`src/rtl/gemm_dot_sequencer.sv`:
```
// gemm_dot_sequencer: walks one group-dot-product command through the left/right tile
// BRAMs and frames returning groups for the dot engine. Optional: GEMM_SEQ_PERF_EN (stall counter).
module gemm_dot_sequencer #(
    parameter int ADDR_W     = 9,
    parameter int GRP_PER_NV = 4,
    parameter int RD_LAT     = 1,
    parameter int NV_CNT_W   = 8,
    localparam int IDX_W     = (GRP_PER_NV > 1) ? $clog2(GRP_PER_NV) : 1
) (
    input  logic                i_clk,
    input  logic                i_reset_n,
    input  logic                i_cmd_valid,
    output logic                o_cmd_ready,
    input  logic [ADDR_W-1:0]   i_cmd_left_base,
    input  logic [ADDR_W-1:0]   i_cmd_right_base,
    input  logic [NV_CNT_W-1:0] i_cmd_num_nv,
    input  logic                i_dp_ready,
    output logic                o_bram_rd_en,
    output logic [ADDR_W-1:0]   o_bram_left_addr,
    output logic [ADDR_W-1:0]   o_bram_right_addr,
    output logic                o_grp_valid,
    output logic [IDX_W-1:0]    o_grp_idx,
    output logic                o_grp_first,
    output logic                o_grp_last,
    output logic                o_nv_last,
    output logic                o_busy,
`ifdef GEMM_SEQ_PERF_EN
    output logic [15:0]         o_stall_cnt,
`endif
    output logic                o_done
);

    typedef enum logic [1:0] {IDLE = 2'd0, ISSUE = 2'd1, DRAIN = 2'd2, DONE = 2'd3} state_t;

    typedef struct packed {
        logic [IDX_W-1:0] idx;
        logic             is_first;
        logic             is_last;
        logic             nv_last;
    } grp_tag_t;

    state_t state, state_nx;

    logic                armed;
    logic [NV_CNT_W-1:0] num_nv_q;
    logic [NV_CNT_W-1:0] nv_q;
    logic [IDX_W-1:0]    grp_q;
    logic [ADDR_W-1:0]   left_addr_q;
    logic [ADDR_W-1:0]   right_addr_q;
    logic [2:0]          drain_cnt;

    logic                cmd_fire;
    logic                issue;
    logic                last_grp;
    logic                last_nv;
    logic                last_issue;
    grp_tag_t            tag_now;

    logic [RD_LAT-1:0]   vld_pipe;
    grp_tag_t            tag_pipe [RD_LAT];

    // armed keeps ready low through reset and for the first cycle after release.
    assign cmd_fire   = (state == IDLE) && armed && i_cmd_valid;
    assign issue      = (state == ISSUE) && i_dp_ready;
    assign last_grp   = (grp_q == IDX_W'(GRP_PER_NV - 1));
    assign last_nv    = (nv_q == num_nv_q - NV_CNT_W'(1));
    assign last_issue = issue && last_grp && last_nv;

    always_ff @(posedge i_clk or negedge i_reset_n) begin
        if (!i_reset_n) state <= IDLE;
        else            state <= state_nx;
    end

    // NOTE: every output of this block gets a default first, so no path can infer a latch.
    always_comb begin
        state_nx     = state;
        o_cmd_ready  = 1'b0;
        o_bram_rd_en = 1'b0;
        o_done       = 1'b0;
        case (state)
            IDLE: begin
                o_cmd_ready = armed;
                if (cmd_fire) state_nx = (i_cmd_num_nv == '0) ? DONE : ISSUE;
            end
            ISSUE: begin
                o_bram_rd_en = i_dp_ready;
                if (last_issue) state_nx = DRAIN;
            end
            DRAIN: begin
                if (drain_cnt == 3'(RD_LAT - 1)) state_nx = DONE;
            end
            DONE: begin
                o_done   = 1'b1;
                state_nx = IDLE;
            end
            default: state_nx = IDLE;
        endcase
    end

    assign o_busy = (state != IDLE);

    // Sequential walk: address = base + nv*GRP_PER_NV + grp (mod 2^ADDR_W); holds on the final read.
    // NOTE: sequential state uses non-blocking assignments only, so every register samples pre-edge values.
    always_ff @(posedge i_clk or negedge i_reset_n) begin
        if (!i_reset_n) begin
            armed        <= 1'b0;
            num_nv_q     <= '0;
            nv_q         <= '0;
            grp_q        <= '0;
            left_addr_q  <= '0;
            right_addr_q <= '0;
            drain_cnt    <= '0;
        end else begin
            armed <= 1'b1;
            if (cmd_fire) begin
                num_nv_q     <= i_cmd_num_nv;
                nv_q         <= '0;
                grp_q        <= '0;
                left_addr_q  <= i_cmd_left_base;
                right_addr_q <= i_cmd_right_base;
            end else if (issue && !last_issue) begin
                grp_q        <= grp_q + IDX_W'(1);
                if (last_grp) nv_q <= nv_q + NV_CNT_W'(1);
                left_addr_q  <= left_addr_q + ADDR_W'(1);
                right_addr_q <= right_addr_q + ADDR_W'(1);
            end
            drain_cnt <= (state == DRAIN) ? drain_cnt + 3'd1 : 3'd0;
        end
    end

    assign o_bram_left_addr  = left_addr_q;
    assign o_bram_right_addr = right_addr_q;

    always_comb begin
        tag_now = '0;
        if (issue) begin
            tag_now.idx      = grp_q;
            tag_now.is_first = (grp_q == '0);
            tag_now.is_last  = last_grp;
            tag_now.nv_last  = last_nv;
        end
    end

    // NOTE: the tag pipeline is reset with its valid bits so framing reads 0 in reset and aborted groups vanish.
    always_ff @(posedge i_clk or negedge i_reset_n) begin
        if (!i_reset_n) begin
            vld_pipe <= '0;
            for (int i = 0; i < RD_LAT; i++) tag_pipe[i] <= '0;
        end else begin
            vld_pipe[0] <= issue;
            tag_pipe[0] <= tag_now;
            for (int i = RD_LAT - 1; i > 0; i--) begin
                vld_pipe[i] <= vld_pipe[i-1];
                tag_pipe[i] <= tag_pipe[i-1];
            end
        end
    end

    assign o_grp_valid = vld_pipe[RD_LAT-1];
    assign o_grp_idx   = tag_pipe[RD_LAT-1].idx;
    assign o_grp_first = tag_pipe[RD_LAT-1].is_first;
    assign o_grp_last  = tag_pipe[RD_LAT-1].is_last;
    assign o_nv_last   = tag_pipe[RD_LAT-1].nv_last;

`ifdef GEMM_SEQ_PERF_EN
    logic [15:0] stall_cnt;

    always_ff @(posedge i_clk or negedge i_reset_n) begin
        if (!i_reset_n) begin
            stall_cnt <= '0;
        end else if (cmd_fire) begin
            stall_cnt <= '0;
        end else if ((state == ISSUE) && !i_dp_ready && (stall_cnt != 16'hFFFF)) begin
            stall_cnt <= stall_cnt + 16'd1;
        end
    end

    assign o_stall_cnt = stall_cnt;
`endif

endmodule
```
`config.mk`:
```
export PLATFORM = sky130hd
export DESIGN_NAME = gemm_dot_sequencer
export DESIGN_NICKNAME = d
export VERILOG_FILES = /design/src/rtl/gemm_dot_sequencer.sv
export SDC_FILE = /design/constraint.sdc
export NUM_CORES = 1
export LEC_CHECK = 0
export CORE_ASPECT_RATIO = 0.5
export CORE_UTILIZATION = 45
export DETAILED_ROUTE_END_ITERATION = 6
export PLACE_DENSITY = 0.82
export SYNTH_ARGS = -nofsm -noshare
export SYNTH_HDL_FRONTEND = slang
export SYNTH_SLANG_ARGS = --single-unit
```
`constraint.sdc`:
```
create_clock -name i_clk -period 2.15 [get_ports i_clk]
set_input_delay 0.645 -clock i_clk [delete_from_list [all_inputs] [get_ports i_clk]]
set_output_delay 0.645 -clock i_clk [all_outputs]
set_load 0.05 [all_outputs]
```
==> results.md, run 1 <==
- RSZ-0062 raised after global routing: yes
- Flops & latches, synth: 48
- Post-synthesis adder-cell area fraction: under 10%
- Antenna-violating nets left: 0
- Vias: 2337
- Initial DRC count: 93
- CTS tree: yes
- Syn nets: 313
- GPL Wtd Cong: 0.841
- Row cnt: 19
- P&R area growth vs syn: 46.1%
- Clk_lat worst skew: between 200 and 300 ps
- Outcome: finished with violations
- Largest net degree at the start of global routing: 49
- Die W: 109 um
- Final wirelength: ~7300 um
- TritonCTS Sinks: 48
- Final Slew Violations: 0
- Pre-CTS WS: -244 ps
- Die height: 55.5 um
- Tmin final: 2360 ps
- Synthesized area: 0.00258 mm^2
- Max Root-Sink Buffers: 2
- Gr ovfl total: 0
- Share of cells above drive strength 1: around a quarter
- Nets: 395
- Crit path DAT: about 2600 ps
- Post-layout worst setup margin: -209 ps
- Synth Area in Simple Gates: 22.6%
- Worst Clk Skew: 6.51 ps
- Leak Pwr: approximately 1.7 nW
- Root Driver: clkbuf_16
- Die area: 0.00606 mm^2
- Synth cell types: 37
- MaxCap Viol Count: 0
- Total track usage: about a quarter
- Routed vias/inst: 5.49
- Final setup violation count: 33
- First-pass GRT wire length: 11400 um
- Total CTS buffers: 5
- Failing checks: setup timing
- DR pass1 iterations: 6
- Clock slew at reported path FFs: approximately 70 ps
- Post-synthesis sequential area ratio: 46.6%
- Area share of xor/xnor cells in the synthesized design: 11.9%
- Synthesis Warnings: 0
- Synthesized area per cell: 9.56 um^2
- Post-synth EDFFs: 0
- Final Cell Area: 0.00377 mm^2
- Ys async rst share: 100%
- Core area: 0.00549 mm^2
- Logic pwr share: between 50% and 60%
- Compound-Gate Fraction of Synth Area: 7.52%
- PwrDens: 1590 mW/mm^2
- Slew @ Worst Pin: 634 ps
- Rel. slew slack: just under 60%
- Crit Path Max Fanout: 3
- Worst EP required: 2340 ps
- Multiplexer area fraction after synthesis: between 1.5 and 2%
- Initial core utilization: 47.0%
- Synth Instances: 270
- Hold Violations, Final: 0
- # diodes: 0
- Synth Flop Type: dfrtp_1
- Max VDD drop: 878 uV
- WS Path Type: reg -> reg
- Port bufs: 57
- DRC errors left: 0
- Final Cycle Share: 110%
- Fill count: 392
- Max frequency: 424 MHz
- NetSw: 2.69 mW
- Flop pwr share: 26.6%
- H-tree depth: 2
- Io pins: 58
- Min-Delay Path Class: in -> async
- Sw Share: 44.8%
- Initial antenna violation count: 0
- Vias in the first global route: around 2400
- Int Pwr: approximately 3.3 mW
- Clock Power Share: roughly a fifth
- Largest family of logic cells by synthesized area: simple AND/OR/NAND/NOR gates
- Area of placed instances: 0.00336 mm^2
- Wirelength per Cell: around 17 um
- Hpwl dp: 4540 um
- Crit. End Element: flip-flop
- Area of the multi-input gates: 0.00143 mm^2
- FF/Latch Area: 0.00120 mm^2
- CP Launch Type: flip-flop
-- worst max-delay path: stages (launching register included) --
cell and delay (ps):
dfrtp_1 390, or3_4 390, or4_4 500, o21ai_4 230
buf_4 150, nand4_1 150, nand2_1 130, nand2_2 80
mux2i_1 250
-- layer usage --
metal | vias up | track usage (%) | share of wire (%)
met5 | - | 0 | 0
met4 | 0 | 9.65 | 3.3
met3 | 22 | 4.72 | 4.3
met2 | 75 | 45.8 | 54
met1 | 1171 | 27.3 | 39
li1 | 1069 | - | -
-- metrics by stage --
| step | util, % | hold slack (ps) | total power [mW] | cells | setup TNS [ps] |
|---|---|---|---|---|---|
| finish | 68.6 | 448 | 5.99 | 426 | -3140 |
| global route | 68.6 | 494 | 6.29 | 426 | -5810 |
| CTS | 67.3 | 477 | 5.76 | 424 | -3060 |
| detailed placement | 61.2 | 460 | 4.45 | 411 | -4350 |
| global placement | 61.2 | 444 | 4.33 | 411 | -2450 |
| floorplan | - | 349 | 3.41 | 270 | -1090 |
-- area by class of cell --
cell class | instances | share of cell area, %
repair buffers | 83 | 20.9
clock buffers | 5 | 3.32
well taps | 73 | 2.42
inverters | 11 | 1.13
clock inverters | 3 | 2.39
multi-input cells | 203 | 38.0
flip-flops and latches | 48 | 31.9
-- placed cells by master (no fill, tap or decap), types with 3 or more instances in the layout --
master           instances
a21oi_1                 12
and3_1                   8
and2_1                   3
bufinv_16                3
inv_1                    8
buf_4                   40
clkdlybuf4s50_1         33
mux2i_1                  4
buf_12                   6
nor2_1                  32
nor2b_1                  4
nand2_1                 36
o21ai_0                  3
xor2_1                  25
clkbuf_16                5
ha_1                    10
nand3_1                  9
dfrtp_1                 48
nand4_1                 10
o21ai_1                  6
xnor2_1                  7
-- Yosys cell counts, types with 8 or more instances --
cell     count  share of area (%)
a21oi_1     12                2.3
and3_1       8                1.9
dfrtp_1     48                 47
ha_1        13                6.3
inv_1       10                1.5
nand2_1     38                5.5
nand3_1     11                2.1
nand4_1     10                2.4
nor2_1      32                4.7
o21ai_0     10                1.9
xnor2_1      9                3.1
xor2_1      26                8.8
-- final timing paths --
check                             start             endpoint  slack, ps  cells past startpoint
hold / removal                i_reset_n  o_bram_left_addr[2]        450                      2
setup reg to reg            num_nv_q[2]             state[1]       -210                      8
setup / recovery            num_nv_q[2]             state[1]       -210                      8
max in group asynchronous     i_reset_n          num_nv_q[4]       1260                      2
hold reg to reg            drain_cnt[0]         drain_cnt[0]        480                      1
min in group i_clk         drain_cnt[0]         drain_cnt[0]        480                      1
-- sequential cells by signal, indices dropped and copies added (netlist names), 2 cells and up --
signal / flops
o_bram_left_addr: 9
o_bram_right_addr: 9
num_nv_q: 8
nv_q: 8
drain_cnt: 3
grp_q: 2
o_grp_idx: 2
state: 2
-- logic make-up (layout without fill, tap and decap cells) --
| family | Yosys count | count (layout) |
|---|---|---|
| simple gates | 118 | 118 |
| flops | 48 | 48 |
| xor+xnor | 35 | 35 |
| compound gates | 31 | 31 |
| buf+inv | 19 | 102 |
| fa+ha+maj | 13 | 13 |
| mux | 5 | 5 |
| other cells | 1 | 1 |
-- power groups by stage --
stage	Combinational, mW	Clock, mW	Sequential (mW)
6_report	3.28	1.12	1.60
5_1_grt	3.49	1.17	1.64
4_1_cts	3.07	1.13	1.56
3_5_place_dp	2.88	0	1.57
3_3_place_gp	2.79	0	1.54
2_1_floorplan	1.23	0	2.18
-- timing repair --
item / in CTS / in global routing
endpoints found under the setup margin: 31 / 33
pin swaps: 16 / 11
hold buffers: 0 / 0
gates cloned: 0 / 0
resized for setup: 20 / 14
buffers inserted: 5 / 2
Note: power is estimated with default switching activity, not from simulation.
==> inputs of run 2 (changes only) <==
--- a/config.mk
+++ b/config.mk
@@ -5,10 +5,11 @@
 export SDC_FILE = /design/constraint.sdc
 export NUM_CORES = 1
 export LEC_CHECK = 0
+export CAP_MARGIN = 30
 export CORE_ASPECT_RATIO = 0.5
-export CORE_UTILIZATION = 45
+export CORE_UTILIZATION = 30
 export DETAILED_ROUTE_END_ITERATION = 6
-export PLACE_DENSITY = 0.82
+export PLACE_DENSITY = 0.59
 export SYNTH_ARGS = -nofsm -noshare
 export SYNTH_HDL_FRONTEND = slang
 export SYNTH_SLANG_ARGS = --single-unit
==> constraint.sdc (replaced) <==
create_clock -name i_clk -period 2.3 [get_ports i_clk]
set_input_delay 0.69 -clock i_clk [delete_from_list [all_inputs] [get_ports i_clk]]
set_output_delay 0.69 -clock i_clk [all_outputs]
set_load 0.05 [all_outputs]
==> results.md, run 2 (synthesis gave the netlist of run 1 again) <==
- MaxCap Viol Count: 0
- Pre-CTS WS: -92.0 ps
- Slew @ Worst Pin: ~510 ps
- RSZ-0062 raised after global routing: yes
- Final Slew Violations: 0
- Max frequency: around 430 MHz
- Vias: 2182
- Vias in the first global route: 2130
- Min-Delay Path Class: in -> async
- Leak Pwr: 1.62 nW
- Slowest cell delay on critical path: 500 ps
- Reg2reg setup slack: -50 ps
- H-tree depth: 2
- Final setup violation count: 8
- Initial antenna violation count: 0
- R2R Path Start: num_nv_q[2]
- Largest delay share family, worst path: simple AND/OR/NAND/NOR gates
- Outcome: finished with violations
- Antenna-violating nets left: 0
- Initial core utilization: 31.6%
- CTS hold repair buffers: 0
- Die area: about 0.0090 mm^2
- Crit path DAT: ~2500 ps
- Die W: 133 um
- Final Cycle Share: 102%
- R2R depth: 9
- Commonest non-fill, non-tap cell in the layout: clkdlybuf4s50_1
- Max Root-Sink Buffers: 2
- WS Path Type: reg -> reg
- PwrDens: around 1400 mW/mm^2
- Worst Clk Skew: 8.31 ps
- Port bufs: 57
- Root Driver: clkbuf_16
- Initial DRC count: about 110
- Total CTS buffers: 5
- Row cnt: 23
- Most frequent cells in the layout: clkdlybuf4s50_1 (50), dfrtp_1 (48), nand2_1 (35), nor2_1 (31), xor2_1 (26)
- Total track usage: 14.4%
- Crit Path Max Fanout: 8
- Reg2reg end: nv_q[5]
- Hpwl dp: between 4000 and 5000 um
- Slowest stage cell on the critical path: or4_4
- Crit-path cells: or3_4 -> or4_4 -> o21ai_4 -> buf_6 -> a41oi_2 -> buf_6 -> nand4_1 -> xor2_1 -> nor2_1
- # diodes: 0
- Core area: about 0.0082 mm^2
- Instance count on the critical path: 9
- Worst path buffer plus inverter count: 2
- Die height: 67.6 um
- Rel. slew slack: 65.7%
- M1 WL: between 2000 and 3000 um
- Io pins: 58
- Clock slew at reported path FFs: 70 ps
- Met3 wire len: 173 um
- DRC errors left: 0
- Post-layout worst setup margin: -45.3 ps
- DR pass1 iterations: 4
- Clk_lat worst skew: approximately 290 ps
- TritonCTS Sinks: 48
- Top sig layer: met4
- Worst EP required: roughly 2500 ps
- Gr ovfl total: 0
- Final core occ: 44.7%
- Nets: just under 400
- Failing checks: setup timing
- Wirelength per Cell: 13.8 um
- CTS tree: yes
- Max VDD drop: 452 uV
- Final wirelength: 6380 um
- Largest net degree at the start of global routing: 33
- Routed vias/inst: 4.73
- P&R area growth vs syn: 41.8%
- Critical Path Most Common Cell: buf_6
- CP Launch Type: flip-flop
- Crit. End Element: flip-flop
- First-pass GRT wire length: 10000 um
- Share of cells above drive strength 1: 16.0%
- Hold Violations, Final: 0
- GPL Wtd Cong: 0.766
- WL met2: around 3200 um
- Tmin final: 2350 ps
run 2: worst max path at each step:
| stage | slack, ps | startpoint | to |
|---|---|---|---|
| global route | -140 | num_nv_q[2] | o_bram_right_addr[7] |
| global placement | -30 | num_nv_q[2] | o_bram_left_addr[1] |
| CTS | -70 | num_nv_q[2] | nv_q[4] |
| floorplan | 20 | i_dp_ready | nv_q[5] |
| detailed placement | -90 | num_nv_q[2] | o_bram_right_addr[1] |
| finish | -50 | num_nv_q[2] | nv_q[5] |
run 2: metrics by stage:
step	instance area, um^2	hold slack [ps]	TNS, ps	std cells	power [mW]
floorplan	2580	394	0	270	3.17
global placement	3400	444	-85.9	450	4.06
detailed placement	3400	463	-673	450	4.12
CTS	3630	376	-580	461	5.05
global route	3660	393	-2160	461	5.37
finish	3660	367	-156	461	5.03
run 2: power breakdown:
part	total (mW)	internal [mW]	leakage [nW]	switching (mW)
Sequential	1.45	1.15	0.601	0.296
Clock	0.730	0.429	0.0766	0.301
Combinational	2.85	1.14	0.937	1.71
run 2: area by class of cell:
type,instances,area [um^2]
tap,112,140
timing repair buffer,78,744
multi-input combinational,204,1380
sequential,48,1200
inverter,11,42.5
clock inverter,2,10.0
fill,800,4520
clock buffer,6,139
run 2: routing by layer:
layer / global-route usage (%) / vias to the layer above
met5: 0 / -
met4: 3.98 / 0
met3: 2.48 / 8
met2: 27.0 / 35
met1: 17.5 / 1069
li1: - / 1070
run 2: worst reg2reg max path, delay by kind of cell, from the launching register on:
kind                   cells  cell delay [ps]
AND/OR/NAND/NOR            4             1080
flip-flops                 1              380
AO/OA/AOI/OAI              2              320
buffers and inverters      2              300
XOR/XNOR                   1              150
run 2: what timing repair did:
item / in CTS / in global routing
pin swaps: 13 / 13
buffers inserted: 2 / 0
resized for setup: 11 / 7
endpoints found under the setup margin: 23 / 29
gates cloned: 1 / 0
==> inputs of run 3 (changes only) <==
--- a/config.mk
+++ b/config.mk
@@ -7,6 +7,7 @@
 export LEC_CHECK = 0
 export CAP_MARGIN = 30
 export CORE_ASPECT_RATIO = 0.5
+export CORE_MARGIN = 5
 export CORE_UTILIZATION = 30
 export DETAILED_ROUTE_END_ITERATION = 6
 export PLACE_DENSITY = 0.59
==> results.md, run 3 (synthesis gave the netlist of run 1 again) <==
- Gr ovfl total: 0
- Leak Pwr: 1.62 nW
- Critical Path Most Common Cell: buf_6
- DRC errors left: 0
- Clk_lat worst skew: 290 ps
- Rel. slew slack: around 66%
- # diodes: 0
- Initial DRC count: 128
- CTS tree: yes
- Tmin final: between 2000 and 2500 ps
- Hpwl dp: approximately 4700 um
- Non-filler cells, final: 462
- Largest delay share family, worst path: simple AND/OR/NAND/NOR gates
- Worst path buffer plus inverter count: 2
- Die height: 75.6 um
- Die area: 0.0107 mm^2
- DP Cell Count: between 400 and 500
- Reg2reg setup slack: -40 ps
- Min-Delay Path Class: in -> async
- Max Root-Sink Buffers: 2
- Initial antenna violation count: 0
- Crit Path Max Fanout: 8
- Share of cells above drive strength 1: 17.1%
- Crit-path cells: or3_4 -> or4_4 -> o21ai_4 -> buf_6 -> a41oi_2 -> buf_6 -> nand4_1 -> xor2_1 -> nor2_1
- Vias in the first global route: 2238
- RSZ-0062 raised after global routing: yes
- Max VDD drop: between 600 and 700 uV
- Worst Clk Skew: 10.2 ps
- WS Path Type: reg -> reg
- Total CTS buffers: 5
- Overall power: 5.06 mW
- Outcome: finished with violations
- Max frequency: around 430 MHz
- Final Cell Area: 0.00368 mm^2
- Io pins: 58
- Nets: ~390
- Hold Violations, Final: 0
- DR pass1 iterations: 4
- Die W: 141 um
- Routed vias/inst: ~4.6
- Final core occ: 45.1%
- MaxCap Viol Count: 0
- Most frequent cells in the layout: clkdlybuf4s50_1 (49), dfrtp_1 (48), nand2_1 (34), nor2_1 (31), xor2_1 (25)
- Slowest cell delay on critical path: 500 ps
- Antenna-violating nets left: 0
- Row cnt: 23
- Setup TNS: -314 ps
- Port bufs: 57
- Largest net degree at the start of global routing: 49
- Commonest non-fill, non-tap cell in the layout: clkdlybuf4s50_1
- First-pass GRT wire length: 10600 um
- Final Cycle Share: 102%
- Slowest stage cell on the critical path: or4_4
- Slew @ Worst Pin: 504 ps
- Final setup violation count: 12
- Wirelength per Cell: approximately 14 um
- Pre-CTS WS: -84.3 ps
- Final wirelength: about 6400 um
- Worst EP required: 2460 ps
- Area of placed instances: about 0.0034 mm^2
- Clock slew at reported path FFs: roughly 60 ps
- CP Launch Type: flip-flop
- TritonCTS Sinks: 48
- Core area: 0.00817 mm^2
- Crit path DAT: 2500 ps
- Initial core utilization: 31.6%
- H-tree depth: 2
- Worst Hold Slack: 378 ps
- P&R area growth vs syn: 42.8%
- GPL Wtd Cong: 0.805
- PwrDens: ~1400 mW/mm^2
- Failing checks: setup timing
- Total track usage: between 10% and 20%
- Vias: between 2000 and 2500
- Final Slew Violations: 0
- Crit. End Element: flip-flop
- Root Driver: clkbuf_16
- Post-layout worst setup margin: -44.7 ps
run 3: worst paths after layout:
path / startpoint / end / depth (start not counted)
min in group i_clk: drain_cnt[0] / drain_cnt[0] / 1
worst max register to register: num_nv_q[2] / nv_q[6] / 9
worst min-delay path: i_reset_n / o_bram_left_addr[6] / 2
worst max-delay path: num_nv_q[2] / nv_q[6] / 9
max in group asynchronous: i_reset_n / nv_q[7] / 2
worst min register to register: drain_cnt[0] / drain_cnt[0] / 1
run 3: power by group:
part | internal [mW] | switching, mW
clock network | 0.395 | 0.298
registers | 1.15 | 0.300
logic | 1.19 | 1.73
total | 2.73 | 2.33
run 3: timing repair:
action | 4_1_cts | 5_1_grt
buffers inserted | 2 | 2
hold buffers | 0 | 0
resized for setup | 8 | 14
endpoints found under the setup margin | 22 | 30
cloned | 1 | 0
pin swaps | 11 | 13
run 3: area by class of cell:
class / instances / area [um^2]
sequential: 48 / 1200
clock inverter: 1 / 5.00
timing repair buffer: 80 / 773
clock buffer: 6 / 129
multi-input combinational: 204 / 1400
inverter: 11 / 41.3
fill: 787 / 4490
tap: 112 / 140
run 3: routing by layer:
| layer | global-route usage [%] | vias to the layer above | wire [um] |
|---|---|---|---|
| li1 | - | 1069 | - |
| met1 | 15.2 | 1036 | 2840 |
| met2 | 23.2 | 28 | 3320 |
| met3 | 2.45 | 7 | 207 |
| met4 | 3.22 | 0 | 70 |
| met5 | 0 | - | 0 |
run 3: worst register-to-register path: stages, from the launching register on:
cell,delay (ps)
dfrtp_1,390
or3_4,400
or4_4,500
o21ai_4,220
buf_6,130
a41oi_2,100
buf_6,170
nand4_1,100
xor2_1,150
nor2_1,60
==> variant, RTL diff (config.mk and constraints of run 2) <==
Set the parameter `NV_CNT_W` to 7 (it was 8).
--- a/src/rtl/gemm_dot_sequencer.sv
+++ b/src/rtl/gemm_dot_sequencer.sv
@@ -4,7 +4,7 @@
     parameter int ADDR_W     = 9,
     parameter int GRP_PER_NV = 4,
     parameter int RD_LAT     = 1,
-    parameter int NV_CNT_W   = 8,
+    parameter int NV_CNT_W   = 7,
     localparam int IDX_W     = (GRP_PER_NV > 1) ? $clog2(GRP_PER_NV) : 1
 ) (
     input  logic                i_clk,
Interface: changed (resized i_cmd_num_nv); port bits go from 58 to 57. The function was not compared with the original's and may differ.
==> variant against run 2 <==
The run still ends with setup timing left; sequential cell count decreased by 2; via count up 1.1%; final area decreased by 0.34%; power shrank 6.0%; synthesized area decreased by 1.2%; clock power is essentially flat; worst setup slack lost 120 ps; non-clock buffer count unchanged; critical path depth up 1; wire length is 2.7% higher; largest cell class unchanged; largest power group unchanged.
==> variant: results (changes against run 2) <==
- Status: finished with violations
- Failing checks: setup timing
- R2R Path Start: num_nv_q[0]
- Top cells by count, synth: dfrtp_1 (46), nand2_1 (46), nor2_1 (24)
- Vias/cell: 4.76 (+0.66%)
- # resized after CTS: 6 (-5)
- Slowest CP cell: or3b_4
- DP Wirelength: 4680 um (+0.81%)
- Register area share after synthesis: 45.1% (-1.4 points)
- Reg2reg path depth: 10 (+1)
- Share of layout cells above drive strength 1: 19.9% (+3.9 points)
- Cells after Synth: 276 (+2.2%)
- Synth area leaders: dfrtp_1 (45%), nand2_1 (6.8%), ha_1 (6.4%), xor2_1 (5.5%), xnor2_1 (3.8%)
- Initial DRC count: 105 (-3.7%)
- DP Area: 3390 um2 (-0.29%)
- Routed wire per std cell: 14.1 um (+2.2%)
- Port bufs: 56 (-1.8%)
- Layout Utilization: 44.9% (+0.16 points)
- Synth top area share: 45.1% (-1.4 points)
- FFs w/ async S/R, synth: 100% (unchanged)
- Critical path arrival: 2610 ps (+110 ps)
- Post-route setup slack: -166 ps (-121 ps)
- Total global-route track usage: 15.3% (+0.89 points)
- Critical-path maximum fanout: 11 (+3)
- Endpoints failing setup: 29 (+21)
- Syn_nets: 318 (+1.6%)
- Vias post-DR: 2206 (+1.1%)
- Vias in the first global route: 2291 (+7.6%)
- GP Congestion: 0.880 (+15%)
- Leak pwr: 0.00156 uW (-3.2%)
- First-pass GRT wire length: 10800 um (+7.8%)
- Worst Tran Pin Value: 509 ps (-3.78 ps)
- Synth Register Bits: 46 (-4.2%)
- Number of post-CTS setup repair buffers: 0 (-2)
- # nets final: 392 (+0.26%)
- Largest net degree at the start of global routing: 47 (+42%)
- Maximum VDD drop: 662 uV (+47%)
- Setup TNS: -3420 ps (-3260 ps)
- FILL cells: 793 (-0.88%)
- Drt pass-1 iters: 4 (unchanged)
- Number of distinct library cells after synthesis: 42 (+14%)
- Post-route clock skew: 5.20 ps (-3.11 ps)
- Crit-path max cell delay: 400 ps (-100 ps)
- Placed Cells: 453 (+0.67%)
==> variant: cell types whose count changed after synthesis, moves of 5 or more <==
cell | run 2 | this run
nor2_1 | 32 | 24
xor2_1 | 26 | 16
nor3_1 | 1 | 8
nand4_1 | 10 | 5
nand2_1 | 38 | 46
and3_1 | 8 | 2
==> variant: path summary, 6_finish.rpt <==
path	end	slack (ps)
min in group i_clk	drain_cnt[0]	460
worst max register to register	o_bram_right_addr[3]	-170
worst max-delay path	o_bram_right_addr[3]	-170
max in group asynchronous	nv_q[2]	1680
worst min-delay path	o_bram_left_addr[5]	370
worst min register to register	drain_cnt[0]	460
==> variant: kinds of logic (layout without fill, tap and decap cells) <==
kind of cell	Yosys count	after routing	share of synthesized area, %
other	1	1	0.147
AO/OA/AOI/OAI	36	36	10.2
buffers and inverters	25	100	4.27
XOR/XNOR	27	27	9.27
AND/OR/NAND/NOR	126	126	23.8
multiplexers	2	2	0.785
adder cells (fa/ha/maj)	13	13	6.38
flip-flops	46	46	45.1
==> variant: layout make-up <==
cell class | count | area share (%)
Multi-Input combinational cell | 205 | 38.1
Tap cell | 112 | 3.84
Sequential cell | 46 | 31.6
Clock inverter | 1 | 0.137
Clock buffer | 7 | 3.91
Timing Repair Buffer | 78 | 21.0
Inverter | 14 | 1.44
==> variant: where the power goes <==
group          internal [uW]  leakage, uW  switching, uW  total, uW
logic                   1090     0.000918           1540       2630
registers               1080     0.000571            288       1370
clock network            431    0.0000739            299        730
==> variant: per-layer routing <==
layer / vias up / GRT usage [%] / part of all wire, %
li1: 1073 / - / -
met1: 1087 / 19.1 / 46
met5: - / 0 / 0
met2: 42 / 28.2 / 50
met3: 4 / 3.15 / 4.0
met4: 0 / 2.73 / 0.50
